File: src/rtl/apb_pkg.sv
// apb_pkg: shared APB master state encoding and default bus widths
package apb_pkg;
  localparam int ADDR_W_DEF = 8;
  localparam int DATA_W_DEF = 8;
  typedef enum logic [1:0] {IDLE, SETUP, ACCESS} state_e;
endpackage

File: src/rtl/apb_slave_mem.sv
// apb_slave_mem: APB register-file slave with per-location valid bits; reads of unwritten locations error.
// APB_WAIT_STATE_EN inserts one wait state per transfer.
module apb_slave_mem
  import apb_pkg::*;
#(
  parameter int ADDR_WIDTH = ADDR_W_DEF,
  parameter int DATA_WIDTH = DATA_W_DEF,
  parameter int MEM_DEPTH  = 2**ADDR_WIDTH
) (
  input  logic                  PCLK,
  input  logic                  PRESETn,
  input  logic                  PSEL,
  input  logic                  PENABLE,
  input  logic                  PWRITE,
  input  logic [ADDR_WIDTH-1:0] PADDR,
  input  logic [DATA_WIDTH-1:0] PWDATA,
  output logic                  PREADY,
  output logic [DATA_WIDTH-1:0] PRDATA,
  output logic                  PSLVERR
);
  logic [DATA_WIDTH-1:0] mem_q [MEM_DEPTH];
  logic [MEM_DEPTH-1:0]  valid_q;
  logic                  wr_en;
`ifdef APB_WAIT_STATE_EN
  logic wait_q, wait_d;
  // wait_q is set only during the second ACCESS cycle
  assign wait_d = PSEL & PENABLE & ~wait_q;
  always_ff @(posedge PCLK or posedge PRESETn)
    if (PRESETn) wait_q <= 1'b0;
    else         wait_q <= wait_d;
  assign PREADY = wait_q;
`else
  assign PREADY = 1'b1;
`endif
  assign wr_en   = PSEL & PENABLE & PREADY & PWRITE;
  assign PRDATA  = mem_q[PADDR];
  assign PSLVERR = PSEL & PENABLE & ~PWRITE & ~valid_q[PADDR];
  always_ff @(posedge PCLK or posedge PRESETn)
    if (PRESETn) begin
      valid_q <= '0;
      for (int i = 0; i < MEM_DEPTH; i++) mem_q[i] <= '0;
    end else if (wr_en) begin
      mem_q[PADDR]   <= PWDATA;
      valid_q[PADDR] <= 1'b1;
    end
endmodule

File: src/rtl/apb_protocol_top.sv
// apb_protocol_top: APB master FSM driven by a user request interface, wired to one internal memory slave.
// APB_WAIT_STATE_EN (in apb_slave_mem) makes each transfer take three cycles instead of two.
module apb_protocol_top
  import apb_pkg::*;
#(
  parameter int ADDR_WIDTH = ADDR_W_DEF,
  parameter int DATA_WIDTH = DATA_W_DEF,
  parameter int MEM_DEPTH  = 2**ADDR_WIDTH
) (
  input  logic                  PCLK,
  input  logic                  PRESETn,
  input  logic                  transfer,
  input  logic                  READ_WRITE,
  input  logic [ADDR_WIDTH-1:0] apb_write_paddr,
  input  logic [DATA_WIDTH-1:0] apb_write_data,
  input  logic [ADDR_WIDTH-1:0] apb_read_paddr,
  output logic                  PSLVERR,
  output logic [DATA_WIDTH-1:0] apb_read_data_out
);
  state_e                state_q, state_d;
  logic                  psel, penable, pready, slv_err, done;
  logic                  pwrite_q;
  logic [ADDR_WIDTH-1:0] paddr_q;
  logic [DATA_WIDTH-1:0] pwdata_q, prdata, rdata_q;
  logic                  pslverr_q;
  assign done = (state_q == ACCESS) & pready;
  always_ff @(posedge PCLK or posedge PRESETn)
    if (PRESETn) state_q <= IDLE;
    else         state_q <= state_d;
  always_comb
    state_d = (state_q == IDLE)  ? (transfer ? SETUP : IDLE) :
              (state_q == SETUP) ? ACCESS :
              done               ? (transfer ? SETUP : IDLE) : ACCESS;
  always_comb begin
    psel    = state_q != IDLE;
    penable = state_q == ACCESS;
  end
  // request inputs are captured only on the edge that enters SETUP
  always_ff @(posedge PCLK or posedge PRESETn)
    if (PRESETn) begin
      pwrite_q  <= 1'b0;
      paddr_q   <= '0;
      pwdata_q  <= '0;
      pslverr_q <= 1'b0;
      rdata_q   <= '0;
    end else begin
      if (state_d == SETUP) begin
        pwrite_q <= ~READ_WRITE;
        paddr_q  <= READ_WRITE ? apb_read_paddr : apb_write_paddr;
        pwdata_q <= apb_write_data;
      end
      if (done) begin
        pslverr_q <= slv_err;
        if (!pwrite_q) rdata_q <= slv_err ? '0 : prdata;
      end
    end
  apb_slave_mem #(
    .ADDR_WIDTH(ADDR_WIDTH),
    .DATA_WIDTH(DATA_WIDTH),
    .MEM_DEPTH (MEM_DEPTH)
  ) u_slave (
    .PCLK   (PCLK),
    .PRESETn(PRESETn),
    .PSEL   (psel),
    .PENABLE(penable),
    .PWRITE (pwrite_q),
    .PADDR  (paddr_q),
    .PWDATA (pwdata_q),
    .PREADY (pready),
    .PRDATA (prdata),
    .PSLVERR(slv_err)
  );
  assign PSLVERR           = pslverr_q;
  assign apb_read_data_out = rdata_q;
endmodule

File: config.mk
export PLATFORM = sky130hd
export DESIGN_NAME = apb_protocol_top
export DESIGN_NICKNAME = d
export VERILOG_FILES = /design/src/rtl/apb_pkg.sv /design/src/rtl/apb_slave_mem.sv /design/src/rtl/apb_protocol_top.sv
export SDC_FILE = /design/constraint.sdc
export NUM_CORES = 2
export LEC_CHECK = 0
export CAP_MARGIN = 0
export CORE_UTILIZATION = 35
export CTS_BUF_LIST = sky130_fd_sc_hd__clkbuf_2
export DETAILED_ROUTE_END_ITERATION = 12
export PLACE_DENSITY = 0.61
export SETUP_SLACK_MARGIN = 0.3
export SLEW_MARGIN = 20
export SYNTH_ARGS = -nofsm -noshare
export SYNTH_HDL_FRONTEND = slang
export SYNTH_SLANG_ARGS = --single-unit
File: constraint.sdc
create_clock -name PCLK -period 128 [get_ports PCLK]
set_input_delay 12.8 -clock PCLK [delete_from_list [all_inputs] [get_ports PCLK]]
set_output_delay 12.8 -clock PCLK [all_outputs]
set_load 0.02 [all_outputs]
==> key figures <==
Drt
  • Routed Antenna Nets: 0
  • DRC viols: 0
  • Initial DRT Pass Iterations: 7
  • Vias per inst: 5.46
  • Initial DRC Count: 4299
  • Drt wl/cell: 26.5 um
  • Vias: 60900
  • WL final: between 200000 and 300000 um

Worst setup path
  • Flop2flop setup slack: 121570 ps
  • Reg2reg path depth: 10
  • Crit path from: PRESETn
  • Kind of critical path: input port to async pin
  • CP max FO: about 170
  • Worst r2r dst: apb_read_data_out[6]$_DFFE_PP0P_
  • WP data arrival: approximately 17000 ps
  • CP Launch Type: input port
  • Reg2Reg Launch Point: paddr_q[0]$_DFFE_PP0N_
  • Critical Path End Type: async pin
  • Critical Path RT: 129710 ps

Clock tree
  • Worst-path clk slew: 90 ps
  • Post-CTS Resized: 0
  • CTS tree: yes
  • Num Clock Sinks: between 2000 and 2500
  • CTS Buf Count: 612
  • Clock Path Buffers: 4
  • H-tree Lvls: 6
  • Postcts setup bufs: 0
  • CTS Root Cell: clkbuf_2
  • Hold-fix buffers, CTS: 0
  • Worst-Skew Late Latency: 1840 ps

Global routing
  • Largest net degree at the start of global routing: 205
  • Grt ovf: 0
  • Initial antenna violation count: 6
  • First-pass GRT wire length: roughly 440000 um
  • Gr usage total: 0.197
  • Vias in the first global route: 65600

Timing
  • Fmax: 63.5 MHz
  • Fin crit share: 0.123
  • Fin Setup TNS: 0 ps
  • Final setup viols: 0
  • Hold Violations, Final: 0
  • Max-Slew Margin vs Limit: 0.224
  • Worst clock skew: about 180 ps
  • Actual slew at the worst max-slew pin: 1160 ps
  • RSZ-0062 raised after global routing: false
  • Period minus WS final: 15750 ps
  • Slew Viols, Final: 0

Pwr
  • Static leakage: 55.5 nW
  • Pwr dens: 12.9 mW/mm^2
  • Peak VDD IR: 6.81 uV
  • Final Power: 0.00147 W

Logic synthesis
  • Number of synthesized flops with an enable pin: 0
  • Most instantiated library cell after synthesis: dfrtp_1
  • Post-synthesis sequential area ratio: 0.556
  • Area leader, netlist: dfrtp_1
  • Unique masters post-synth: 65
  • Post-synth top cells: dfrtp_1 (2332), mux2_2 (2071), mux4_2 (614), clkbuf_1 (286), or2_2 (167)
  • Post-synth top area share: 0.556
  • Cells after Synth: ~6500
  • Netlist Area Pre-Place: 0.105 sq mm
  • Mean Syn Cell Area: 16.1 sq um
  • Synth Register Bits: 2332
  • Ys flop type: dfrtp_1
  • Main area contributors after synthesis: dfrtp_1 (56%), mux2_2 (22%), mux4_2 (13%), clkbuf_1 (1.0%), or2_2 (1.0%)
  • Ys Warns: 0
  • Synth async-reset ratio: 1.00
  • Synthesized net count: 6541

Finish
  • FF/Latch Area: 0.0584 sq mm
  • Area Growth Syn to Fin: 8.80%
  • Share of cells above drive strength 1: 0.577
  • Multi-input combinational cell area: 0.0440 sq mm
  • Fin util: 0.384
  • Filler cells: around 28000
  • Fin cells: 11100
  • # nets final: 6843

Floorplan
  • Ports: 37
  • Rows: 200
  • DIE WIDTH: 549 um
  • CORE AREA: 0.298 sq mm
  • Starting Density: 0.353
  • DIE AREA: 0.302 sq mm
  • Die H: 549 um

Placed design
  • GP Congestion: approximately 0.83
  • HPWL Detailed: 180000 um
  • Dpl cells: 10100
  • I/O Buffers: 36

Status
  • Outcome: complete, no violations

Worst hold path
  • Hold Crit Depth: 0
  • Worst hold path type: register to register
  • HP Start: state_q[0]$_DFF_PP0_
  • Worst Hold End: state_q[1]$_DFF_PP0_

Flow run
  • Number of max-cap violations: 0
==> through the flow <==
| stage | cell area [sq um] | hold slack [ps] | setup WS [ps] |
|---|---|---|---|
| 2_1_floorplan | 105000 | 425 | 49300 |
| 3_3_place_gp | 109000 | 380 | 110520 |
| 3_5_place_dp | 109000 | 385 | 110270 |
| 4_1_cts | 114000 | 398 | 112230 |
| 5_1_grt | 114000 | 407 | 111760 |
| 6_report | 114000 | 380 | 112250 |
==> flip-flops by register name, summed over array words and instances (netlist names) <==
| register | flops |
|---|---|
| PSLVERR | 1 |
| apb_read_data_out | 8 |
| paddr_q | 8 |
| pwdata_q | 8 |
| pwrite_q | 1 |
| state_q | 2 |
| u_slave.mem_q | 2048 |
| u_slave.valid_q | 256 |
==> layout make-up <==
type / instances / area share
antenna: 6 / 0.000132
tap: 3939 / 0.0432
inverter: 5 / 0.000230
clock buffer: 895 / 0.0392
sequential: 2332 / 0.512
timing repair buffer: 157 / 0.0132
clock inverter: 106 / 0.00636
multi-input combinational: 3707 / 0.386
==> layout by cell type, fill, tap and decap left out, drive strengths merged, types with 103 or more instances in the layout <==
cell	count
a22oi	117
buf	121
clkbuf	895
dfrtp	2332
mux2	2071
mux4	636
nand2	144
nand2b	103
nor2	208
or2	167
==> kinds of logic after synthesis <==
logic type	after synthesis	synth area share
AO/OA/AOI/OAI	268	0.0175
buffers and inverters	474	0.0247
flip-flops	2332	0.556
multiplexers	2748	0.364
AND/OR/NAND/NOR	691	0.0380
==> critical path: stages <==
cell and delay (ps):
clkdlybuf4s50_1 490, inv_8 490, buf_4 780, buf_4 870, buf_12 640, buf_4 830
==> power by group <==
group | total [W] | internal, W | switching (W)
Clock | 0.000510 | 0.000200 | 0.000311
Sequential | 0.000778 | 0.000757 | 0.0000213
Combinational | 0.000179 | 0.0000598 | 0.000119
==> routing by layer <==
metal  global-route usage  share of wire
met1                0.261           0.43
met2                0.315           0.48
met3               0.0376          0.051
met4               0.0851          0.041
met5                    0        0.00011
==> worst max path at each step <==
stage | endpoint | slack (ps)
global placement | u_slave.mem_q[452]$_DFFE_PP0P_ | 110520
detailed placement | u_slave.mem_q[460]$_DFFE_PP0P_ | 110270
CTS | u_slave.mem_q[449]$_DFFE_PP0P_ | 112230
finish | u_slave.mem_q[445]$_DFFE_PP0P_ | 112250
floorplan | PSLVERR$_DFFE_PP0N_ | 49300
global route | u_slave.mem_q[1875]$_DFFE_PP0P_ | 111760
Note: power is estimated with default switching activity, not from simulation.
